<file path="config.mk">
export PLATFORM = sky130hd
export DESIGN_NAME = chord_voice_allocator
export DESIGN_NICKNAME = d
export VERILOG_FILES = /design/src/rtl/chord_voice_allocator.sv
export SDC_FILE = /design/constraint.sdc
export NUM_CORES = 1
export LEC_CHECK = 0
export ABC_AREA = 1
export CAP_MARGIN = 20
export CORE_MARGIN = 2
export CORE_UTILIZATION = 35
export DETAILED_ROUTE_END_ITERATION = 16
export GPL_TIMING_DRIVEN = 0
export SYNTH_ARGS = -nofsm -noshare
export SYNTH_HDL_FRONTEND = slang
export SYNTH_SLANG_ARGS = --single-unit
</file>
<file path="constraint.sdc">
create_clock -name clk -period 3.85 [get_ports clk]
set_input_delay 0.385 -clock clk [delete_from_list [all_inputs] [get_ports clk]]
set_output_delay 0.385 -clock clk [all_outputs]
set_load 0.1 [all_outputs]
</file>
<file path="src/rtl/chord_voice_allocator.sv">
// chord_voice_allocator: voice allocation and beat-duration scheduler for the
// chord synthesis path. Note events are assigned to the lowest-index free
// voice; each voice counts its remaining beats while play is high and is
// released when the count runs out.
//
// Optional feature macro: VOICE_STEAL_EN
//   defined   - with no free voice, the note steals the active voice with the
//               smallest remaining count (lowest index on a tie); dropped is 0.
//   undefined - with no free voice, the note is discarded and dropped pulses.
module chord_voice_allocator #(
    parameter int NVOICES = 3,
    parameter int NOTE_W  = 6,
    parameter int DUR_W   = 6
) (
    input  logic                      clk,
    input  logic                      reset,
    input  logic                      play,
    input  logic [NOTE_W-1:0]         note,
    input  logic [DUR_W-1:0]          duration,
    input  logic                      new_note,
    input  logic                      beat,
    output logic [NVOICES-1:0]        voice_load,
    output logic [NVOICES*NOTE_W-1:0] voice_note,
    output logic [NVOICES-1:0]        voice_active,
    output logic [NVOICES-1:0]        voice_done,
    output logic                      full,
    output logic                      dropped
);

    // Per-voice state
    logic [NVOICES-1:0] active;
    logic [DUR_W-1:0]   rem    [NVOICES];
    logic [NOTE_W-1:0]  note_r [NVOICES];

    // Event qualification: a beat only counts while playing, and a
    // zero-length note is not an allocation request at all.
    logic tick;
    logic req;
    assign tick = beat & play;
    assign req  = new_note & (duration != '0);

    // Lowest-index voice that was idle at the start of the cycle. A voice
    // expiring on this same edge is still active here, so it is never chosen.
    logic [NVOICES-1:0] free_sel;
    logic               free_any;
    always_comb begin
        free_sel = '0;
        free_any = 1'b0;
        for (int i = 0; i < NVOICES; i++) begin
            if (!active[i] && !free_any) begin
                free_sel[i] = 1'b1;
                free_any    = 1'b1;
            end
        end
    end

    // Choose which voice (if any) this cycle's request loads, and whether
    // the request is discarded.
    logic [NVOICES-1:0] load_vec;
    logic               drop_now;
`ifdef VOICE_STEAL_EN
    logic [NVOICES-1:0] steal_sel;
    logic [DUR_W-1:0]   min_rem;
    // Smallest remaining count wins; strict compare keeps the lowest index on ties.
    always_comb begin
        steal_sel = NVOICES'(1);
        min_rem   = rem[0];
        for (int i = 1; i < NVOICES; i++) begin
            if (rem[i] < min_rem) begin
                min_rem      = rem[i];
                steal_sel    = '0;
                steal_sel[i] = 1'b1;
            end
        end
    end

    // With stealing, a request always lands on some voice.
    always_comb begin
        load_vec = '0;
        drop_now = 1'b0;
        if (req) begin
            load_vec = free_any ? free_sel : steal_sel;
        end
    end
`else
    // Without stealing, a request with no free voice is discarded.
    always_comb begin
        load_vec = '0;
        drop_now = 1'b0;
        if (req) begin
            if (free_any) begin
                load_vec = free_sel;
            end else begin
                drop_now = 1'b1;
            end
        end
    end
`endif

    // Voice state update: a load takes priority and keeps its full duration;
    // otherwise a qualifying beat counts down and releases an expiring voice.
    always_ff @(posedge clk or posedge reset) begin
        if (reset) begin
            active     <= '0;
            voice_done <= '0;
            voice_load <= '0;
            dropped    <= 1'b0;
            for (int i = 0; i < NVOICES; i++) begin
                rem[i]    <= '0;
                note_r[i] <= '0;
            end
        end else begin
            voice_load <= load_vec;
            dropped    <= drop_now;
            for (int i = 0; i < NVOICES; i++) begin
                voice_done[i] <= 1'b0;
                if (load_vec[i]) begin
                    active[i] <= 1'b1;
                    rem[i]    <= duration;
                    note_r[i] <= note;
                end else if (tick && active[i]) begin
                    if (rem[i] == DUR_W'(1)) begin
                        active[i]     <= 1'b0;
                        rem[i]        <= '0;
                        voice_done[i] <= 1'b1;
                    end else if (rem[i] != '0) begin
                        rem[i] <= rem[i] - DUR_W'(1);
                    end
                end
            end
        end
    end

    // Output packing
    genvar g;
    generate
        for (g = 0; g < NVOICES; g++) begin : g_note
            assign voice_note[g*NOTE_W +: NOTE_W] = note_r[g];
        end
    endgenerate

    assign voice_active = active;
    assign full         = &active;

endmodule

</file>
==> results of run 1 <==
==> cells by family after synthesis <==
family / count (synthesis) / synth area share
buffers and inverters: 33 / 0.06355
adder cells (fa/ha/maj): 6 / 0.03050
AO/OA/AOI/OAI: 26 / 0.06304
flip-flops: 46 / 0.4677
AND/OR/NAND/NOR: 183 / 0.3432
XOR/XNOR: 9 / 0.03203
==> state kept, by name, indices dropped and copies added (netlist names) <==
name and cells:
voice_done 3, voice_active 3, rem 18, dropped 1, voice_load 3, voice_note 18
==> layout make-up <==
cell class              instances  area, µm²  area share
clock buffers                   5      68.82     0.02194
repair buffers                 45      460.4      0.1468
flip-flops and latches         46       1151      0.3670
multi-input cells             224       1154      0.3678
plain buffers                   6      55.05     0.01755
inverters                      27      101.3     0.03231
well taps                      96      120.1     0.03829
clock inverters                 3      26.28    0.008377
==> final timing paths <==
kind	startpoint	endpoint	slack [ns]
max in group asynchronous	reset	rem[12]$_DFFE_PP0P_	2.93
min in group clk	new_note	dropped$_DFF_PP0_	0.45
worst min register to register	voice_note[7]$_DFFE_PP0P_	voice_note[7]$_DFFE_PP0P_	0.49
worst max-delay path	voice_active[1]$_DFFE_PP0P_	full	1.39
worst max register to register	rem[0]$_DFFE_PP0P_	rem[4]$_DFFE_PP0P_	2.32
worst min-delay path	reset	voice_note[3]$_DFFE_PP0P_	0.42
==> stage by stage <==
step           cells  hold slack [ns]  utilization  worst slack [ns]
2_1_floorplan    303           0.4769            -             1.003
3_3_place_gp     443           0.4660       0.4448             1.373
3_5_place_dp     444           0.4676       0.4477             1.706
4_1_cts          452           0.4346       0.4617             1.370
5_1_grt          452           0.4820       0.4617             1.275
6_report         452           0.4221       0.4617             1.387
==> metal layers <==
| layer | track usage | vias to the layer above |
|---|---|---|
| met5 | 0 | - |
| met4 | 0.04056 | 0 |
| met3 | 0.03205 | 5 |
| met2 | 0.2548 | 38 |
| met1 | 0.2262 | 961 |
| li1 | - | 1070 |
==> critical path, delay by kind of cell, from the launching register on <==
family | cells | cell delay, ns
buffers and inverters | 1 | 1.14
flip-flops | 1 | 0.42
AND/OR/NAND/NOR | 2 | 0.22
==> placed cells by master (no fill, tap or decap), types with 3 or more instances in the layout <==
| master | n |
|---|---|
| sky130_fd_sc_hd__nand4_1 | 8 |
| sky130_fd_sc_hd__o21ai_0 | 13 |
| sky130_fd_sc_hd__o21ai_1 | 3 |
| sky130_fd_sc_hd__clkdlybuf4s50_1 | 44 |
| sky130_fd_sc_hd__inv_2 | 6 |
| sky130_fd_sc_hd__inv_1 | 21 |
| sky130_fd_sc_hd__inv_6 | 3 |
| sky130_fd_sc_hd__o21ai_2 | 5 |
| sky130_fd_sc_hd__nand3_1 | 23 |
| sky130_fd_sc_hd__nand3_4 | 5 |
| sky130_fd_sc_hd__clkbuf_8 | 5 |
| sky130_fd_sc_hd__nand2_1 | 107 |
| sky130_fd_sc_hd__xnor2_1 | 6 |
| sky130_fd_sc_hd__nor2_2 | 4 |
| sky130_fd_sc_hd__buf_6 | 4 |
| sky130_fd_sc_hd__dfrtp_1 | 46 |
| sky130_fd_sc_hd__xor2_1 | 3 |
| sky130_fd_sc_hd__ha_1 | 6 |
| sky130_fd_sc_hd__nor2_1 | 29 |
==> metrics.txt, run 1 <==
# TYPE chip_impl_metric gauge
chip_impl_info{name="cp_cell_sequence",value="nand2_1 > nor2_1 > clkdlybuf4s50_1"} 1
chip_impl_info{name="critPathLaunchType",value="flop"} 1
chip_impl_info{name="cts_root_buf",value="sky130_fd_sc_hd__clkbuf_8"} 1
chip_impl_metric{name="initial_core_util",unit=""} 0.3622
chip_impl_metric{name="syn-mean-instance-area",unit="µm²"} 8.122
chip_impl_metric{name="postSynth.asyncResetShare",unit=""} 1.000
chip_impl_metric{name="max_cap_viols",unit=""} 0
chip_impl_metric{name="final_report_hold_violation_count",unit=""} 0
chip_impl_info{name="grt_setup_unrepaired",value="no"} 1
chip_impl_metric{name="total_met3_wirelength_after_detailed_routing",unit="µm"} 217
chip_impl_metric{name="max-clock-path-buffers",unit=""} 2
chip_impl_metric{name="routedWlPerCell",unit="µm"} 12.42
chip_impl_metric{name="final.fill_count",unit=""} 683
chip_impl_metric{name="ctsHoldBuffers",unit=""} 0
chip_impl_info{name="post_synth_main_area_contributors",value="sky130_fd_sc_hd__dfrtp_1 47%, sky130_fd_sc_hd__nand2_1 16%, sky130_fd_sc_hd__nand3_1 4.7%"} 1
chip_impl_metric{name="stdcell_area",unit="µm²"} 3137
chip_impl_metric{name="grt_antenna_before_repair",unit=""} 0
chip_impl_info{name="setup.worst_path.class",value="reg2out"} 1
chip_impl_metric{name="placeableCoreArea",unit="µm²"} 6794
chip_impl_metric{name="synth_top_area_share",unit=""} 0.4677
chip_impl_metric{name="drt-total-wl",unit="µm"} 5615
chip_impl_metric{name="layout_cell_share_with_drive_strength_beyond_1",unit=""} 0.1124
chip_impl_info{name="postSynth.topFlopCell",value="sky130_fd_sc_hd__dfrtp_1"} 1
chip_impl_metric{name="setup-violations-final",unit=""} 0
chip_impl_metric{name="final_max_slew_viol_count",unit=""} 0
chip_impl_metric{name="grt_util_all_layers",unit=""} 0.1607
chip_impl_info{name="synth_top_cell_by_area",value="sky130_fd_sc_hd__dfrtp_1"} 1
chip_impl_metric{name="largest_stage_delay_worst_path",unit="ns"} 1.14
chip_impl_metric{name="cts_sinks",unit=""} 46
chip_impl_metric{name="drt_pass1_iterations",unit=""} 4
chip_impl_metric{name="yosysSeqAreaShare",unit=""} 0.4677
chip_impl_metric{name="synth-warning-count",unit=""} 0
chip_impl_metric{name="number_of_global_route_vias_before_repair",unit=""} 2020
chip_impl_metric{name="route.layer.met1.wl",unit="µm"} 2784
chip_impl_metric{name="route.met2.wl",unit="µm"} 2550
chip_impl_info{name="path_category_of_the_worst_min_delay_check",value="in2async"} 1
chip_impl_metric{name="cts_resized",unit=""} 0
chip_impl_metric{name="area_growth_syn_to_layout",unit="%"} 27.45
chip_impl_metric{name="placement_rows",unit=""} 30
chip_impl_info{name="tritoncts",value="yes"} 1
chip_impl_metric{name="largest_driver_fanout_on_the_critical_path",unit=""} 4
chip_impl_metric{name="clkLatencyLatePin",unit="ns"} 0.30
chip_impl_metric{name="floorplan.die_area",unit="µm²"} 7719
chip_impl_metric{name="cts_inserted_buffers",unit=""} 5
chip_impl_metric{name="port_buffers",unit=""} 44
chip_impl_metric{name="final_critical_period",unit="ns"} 2.463
chip_impl_metric{name="yosys.cell_types.count",unit=""} 25
chip_impl_metric{name="globalplace.congestion",unit=""} 0.8770
chip_impl_metric{name="cp.required",unit="ns"} 3.46
chip_impl_metric{name="max_slew.worst_pin.slew",unit="ns"} 0.9840
chip_impl_metric{name="io-pin-count",unit=""} 46
chip_impl_metric{name="route.detailed.vias_per_inst",unit=""} 4.588
chip_impl_metric{name="clock-skew-final",unit="ns"} 0.007483
chip_impl_metric{name="dr.first_iter.drc_count",unit=""} 85
chip_impl_metric{name="synth-edff-count",unit=""} 0
chip_impl_metric{name="fmax",unit="MHz"} 406.0
chip_impl_metric{name="finalCritPeriodShare",unit=""} 0.6397
chip_impl_metric{name="timing.max_slew.rel_slack",unit=""} 0.3419
chip_impl_info{name="yosys.cell_count.top_type",value="sky130_fd_sc_hd__nand2_1"} 1
chip_impl_metric{name="die-height",unit="µm"} 87.86
chip_impl_metric{name="post_synth_inst_count",unit=""} 303
chip_impl_info{name="crit_path_end_kind",value="output port"} 1
chip_impl_metric{name="route.detailed.drc",unit=""} 0
chip_impl_metric{name="h_tree_level_count",unit=""} 2
chip_impl_metric{name="placedInstanceArea",unit="µm²"} 3042
chip_impl_metric{name="clkSlewWorstSetupHoldPaths",unit="ns"} 0.09
chip_impl_metric{name="gr-total-overflow",unit=""} 0
chip_impl_metric{name="synth_fp_nets",unit=""} 326
chip_impl_metric{name="tns",unit="ns"} 0
chip_impl_metric{name="grt_pass1_wl",unit="µm"} 9701
chip_impl_info{name="highest_metal_layer_with_signal_wires",value="met4"} 1
chip_impl_metric{name="place_hpwl",unit="µm"} 4251
chip_impl_metric{name="worst_r2r_path_depth",unit=""} 6
chip_impl_metric{name="ys_ff_latch",unit=""} 46
chip_impl_metric{name="syn_area",unit="µm²"} 2461
chip_impl_metric{name="grt_max_degree",unit=""} 25
chip_impl_metric{name="detail-route-antenna-nets",unit=""} 0
chip_impl_metric{name="worst-endpoint-arrival",unit="ns"} 2.08
chip_impl_metric{name="inserted_diodes",unit=""} 0
chip_impl_metric{name="fin_nets",unit=""} 378
chip_impl_metric{name="cts_post_setup_buffers_inserted",unit=""} 0
chip_impl_metric{name="dieWidth",unit="µm"} 87.86
chip_impl_metric{name="num_vias",unit=""} 2074
chip_impl_info{name="synthTopCellsByCount",value="107 x sky130_fd_sc_hd__nand2_1, 46 x sky130_fd_sc_hd__dfrtp_1, 29 x sky130_fd_sc_hd__nor2_1"} 1
chip_impl_info{name="status",value="complete, no violations"} 1
chip_impl_info{name="slowest_stage",value="sky130_fd_sc_hd__clkdlybuf4s50_1"} 1
Power of run 1 is left out: the tool's default activity adds up to more than one toggle a clock period on the data nets, which glitch-free logic cannot reach.
==> inputs of run 2 (changes only) <==
==> constraint.sdc (replaced) <==
create_clock -name clk -period 2.3 [get_ports clk]
set_input_delay 0.23 -clock clk [delete_from_list [all_inputs] [get_ports clk]]
set_output_delay 0.23 -clock clk [all_outputs]
set_load 0.1 [all_outputs]
==> metrics.txt, run 2 (synthesis gave the netlist of run 1 again) <==
# TYPE chip_impl_metric gauge
chip_impl_metric{name="clkLatencyLatePin",unit="ns"} 0.31
chip_impl_metric{name="fmax",unit="MHz"} 475.9
chip_impl_metric{name="route.detailed.vias_per_inst",unit=""} 4.608
chip_impl_metric{name="worst_r2r_path_depth",unit=""} 6
chip_impl_info{name="grt_setup_unrepaired",value="no"} 1
chip_impl_metric{name="route.detailed.drc",unit=""} 0
chip_impl_metric{name="placement_rows",unit=""} 30
chip_impl_metric{name="crit_cells",unit=""} 1
chip_impl_metric{name="setup-violations-final",unit=""} 0
chip_impl_metric{name="globalplace.congestion",unit=""} 0.8601
chip_impl_metric{name="h_tree_level_count",unit=""} 2
chip_impl_info{name="mostFrequentLayoutCell",value="sky130_fd_sc_hd__nand2_1"} 1
chip_impl_info{name="tritoncts",value="yes"} 1
chip_impl_metric{name="floorplan.die_area",unit="µm²"} 7719
chip_impl_metric{name="dieWidth",unit="µm"} 87.86
chip_impl_metric{name="cts_sinks",unit=""} 46
chip_impl_info{name="cp_cell_sequence",value="clkdlybuf4s50_1"} 1
chip_impl_metric{name="fin_nets",unit=""} 378
chip_impl_info{name="layout.cells.most_common_list",value="107 x sky130_fd_sc_hd__nand2_1, 46 x sky130_fd_sc_hd__dfrtp_1, 43 x sky130_fd_sc_hd__clkdlybuf4s50_1"} 1
chip_impl_metric{name="dr.first_iter.drc_count",unit=""} 95
chip_impl_info{name="worst_setup_path_startpoint",value="voice_active[1]$_DFFE_PP0P_"} 1
chip_impl_metric{name="drt-total-wl",unit="µm"} 5656
chip_impl_metric{name="die-height",unit="µm"} 87.86
chip_impl_metric{name="final_critical_period",unit="ns"} 2.101
chip_impl_info{name="crit_end",value="voice_active[1]"} 1
chip_impl_metric{name="r2r_setup_slack",unit="ns"} 0.75
chip_impl_metric{name="timing.max_slew.rel_slack",unit=""} 0.3309
chip_impl_info{name="worst_path_dominant_cell_family",value="buffers and inverters"} 1
chip_impl_metric{name="cp.required",unit="ns"} 2.07
chip_impl_info{name="slowest_stage",value="sky130_fd_sc_hd__clkdlybuf4s50_1"} 1
chip_impl_metric{name="grt_pass1_wl",unit="µm"} 9646
chip_impl_info{name="crit_path_end_kind",value="output port"} 1
chip_impl_metric{name="largest_stage_delay_worst_path",unit="ns"} 1.16
chip_impl_metric{name="clock-skew-final",unit="ns"} 0.005339
chip_impl_metric{name="area_growth_syn_to_layout",unit="%"} 27.61
chip_impl_metric{name="grt_antenna_before_repair",unit=""} 0
chip_impl_info{name="rr_startpoint",value="rem[0]$_DFFE_PP0P_"} 1
chip_impl_metric{name="number_of_global_route_vias_before_repair",unit=""} 2003
chip_impl_info{name="setup.worst_path.class",value="reg2out"} 1
chip_impl_info{name="critPathLaunchType",value="flop"} 1
chip_impl_metric{name="largest_driver_fanout_on_the_critical_path",unit=""} 4
chip_impl_info{name="r2r-end",value="rem[2]$_DFFE_PP0P_"} 1
chip_impl_metric{name="finalCritPeriodShare",unit=""} 0.9136
chip_impl_info{name="cts_root_buf",value="sky130_fd_sc_hd__clkbuf_8"} 1
chip_impl_metric{name="grt_max_degree",unit=""} 30
chip_impl_metric{name="clkSlewWorstSetupHoldPaths",unit="ns"} 0.09
chip_impl_metric{name="cts_inserted_buffers",unit=""} 5
chip_impl_metric{name="place_hpwl",unit="µm"} 4133
chip_impl_metric{name="max_slew.worst_pin.slew",unit="ns"} 1.001
chip_impl_info{name="status",value="complete, no violations"} 1
chip_impl_metric{name="max-clock-path-buffers",unit=""} 2
chip_impl_metric{name="drt_pass1_iterations",unit=""} 4
chip_impl_metric{name="worst-endpoint-arrival",unit="ns"} 1.87
chip_impl_metric{name="layout_cell_share_with_drive_strength_beyond_1",unit=""} 0.1152
chip_impl_metric{name="num_vias",unit=""} 2083
chip_impl_metric{name="placeableCoreArea",unit="µm²"} 6794
chip_impl_metric{name="finalHoldWorstSlack",unit="ns"} 0.2245
chip_impl_metric{name="final_max_slew_viol_count",unit=""} 0
chip_impl_metric{name="grt_util_all_layers",unit=""} 0.1616
chip_impl_metric{name="inserted_diodes",unit=""} 0
chip_impl_metric{name="max_cap_viols",unit=""} 0
chip_impl_info{name="path_category_of_the_worst_min_delay_check",value="in2async"} 1
chip_impl_metric{name="routedWlPerCell",unit="µm"} 12.51
chip_impl_metric{name="detail-route-antenna-nets",unit=""} 0
chip_impl_metric{name="initial_core_util",unit=""} 0.3622
chip_impl_metric{name="io-pin-count",unit=""} 46
chip_impl_metric{name="final.fill_count",unit=""} 676
chip_impl_metric{name="gr-total-overflow",unit=""} 0
chip_impl_metric{name="final_report_hold_violation_count",unit=""} 0
chip_impl_metric{name="port_buffers",unit=""} 44
chip_impl_metric{name="worst-path-buf-inv",unit=""} 1
## run 2: worst register-to-register path, stage by stage (launching register included)
cell and delay [ns]:
sky130_fd_sc_hd__dfrtp_1 0.43, sky130_fd_sc_hd__inv_1 0.14, sky130_fd_sc_hd__ha_1 0.23, sky130_fd_sc_hd__nand3_1 0.12, sky130_fd_sc_hd__a21oi_1 0.37, sky130_fd_sc_hd__nand3_1 0.12
sky130_fd_sc_hd__nand2_1 0.08
## run 2: per-layer routing
| metal | GRT usage | wire length [µm] | vias to the layer above |
|---|---|---|---|
| met1 | 0.2183 | 2783 | 967 |
| met5 | 0 | 0 | - |
| met2 | 0.2617 | 2594 | 41 |
| li1 | - | - | 1070 |
| met3 | 0.03205 | 195 | 5 |
| met4 | 0.05175 | 82 | 0 |
## run 2: area by class of cell
class	instances	area (µm²)	share of cell area
multi-input combinational	224	1156	0.3681
tap	96	120.1	0.03825
inverter	27	101.3	0.03227
clock inverter	3	25.02	0.007968
buffer	6	55.05	0.01753
sequential	46	1151	0.3665
clock buffer	5	68.82	0.02191
timing repair buffer	45	462.9	0.1474
## run 2: worst min path at each step
stage | startpoint | to | slack, ns
2_1_floorplan | note[5] | voice_note[11]$_DFFE_PP0P_ | 0.34
3_3_place_gp | voice_note[9]$_DFFE_PP0P_ | voice_note[9]$_DFFE_PP0P_ | 0.47
3_5_place_dp | voice_note[9]$_DFFE_PP0P_ | voice_note[9]$_DFFE_PP0P_ | 0.47
4_1_cts | reset | voice_load[2]$_DFF_PP0_ | 0.23
5_1_grt | reset | voice_load[2]$_DFF_PP0_ | 0.25
6_report | reset | voice_load[2]$_DFF_PP0_ | 0.22
## run 2: repair_timing
item	in CTS	in global routing
resized for setup	0	1
hold buffers	0	0
setup buffers	0	0
endpoints found under the setup margin	0	1
## run 2: stage by stage
step | setup slack [ns] | setup TNS, ns | utilization | instances | instance area (µm²)
after floorplan | 0.05489 | 0 | - | 303 | 2464
after global placement | -0.01686 | -0.6124 | 0.4451 | 443 | 3024
after detailed placement | 0.3478 | 0 | 0.4481 | 444 | 3044
after CTS | 0.006246 | 0 | 0.4619 | 452 | 3138
after global routing | 0.1539 | 0 | 0.4622 | 452 | 3141
final | 0.1986 | 0 | 0.4622 | 452 | 3141
Power of run 2 is left out for the same reason.
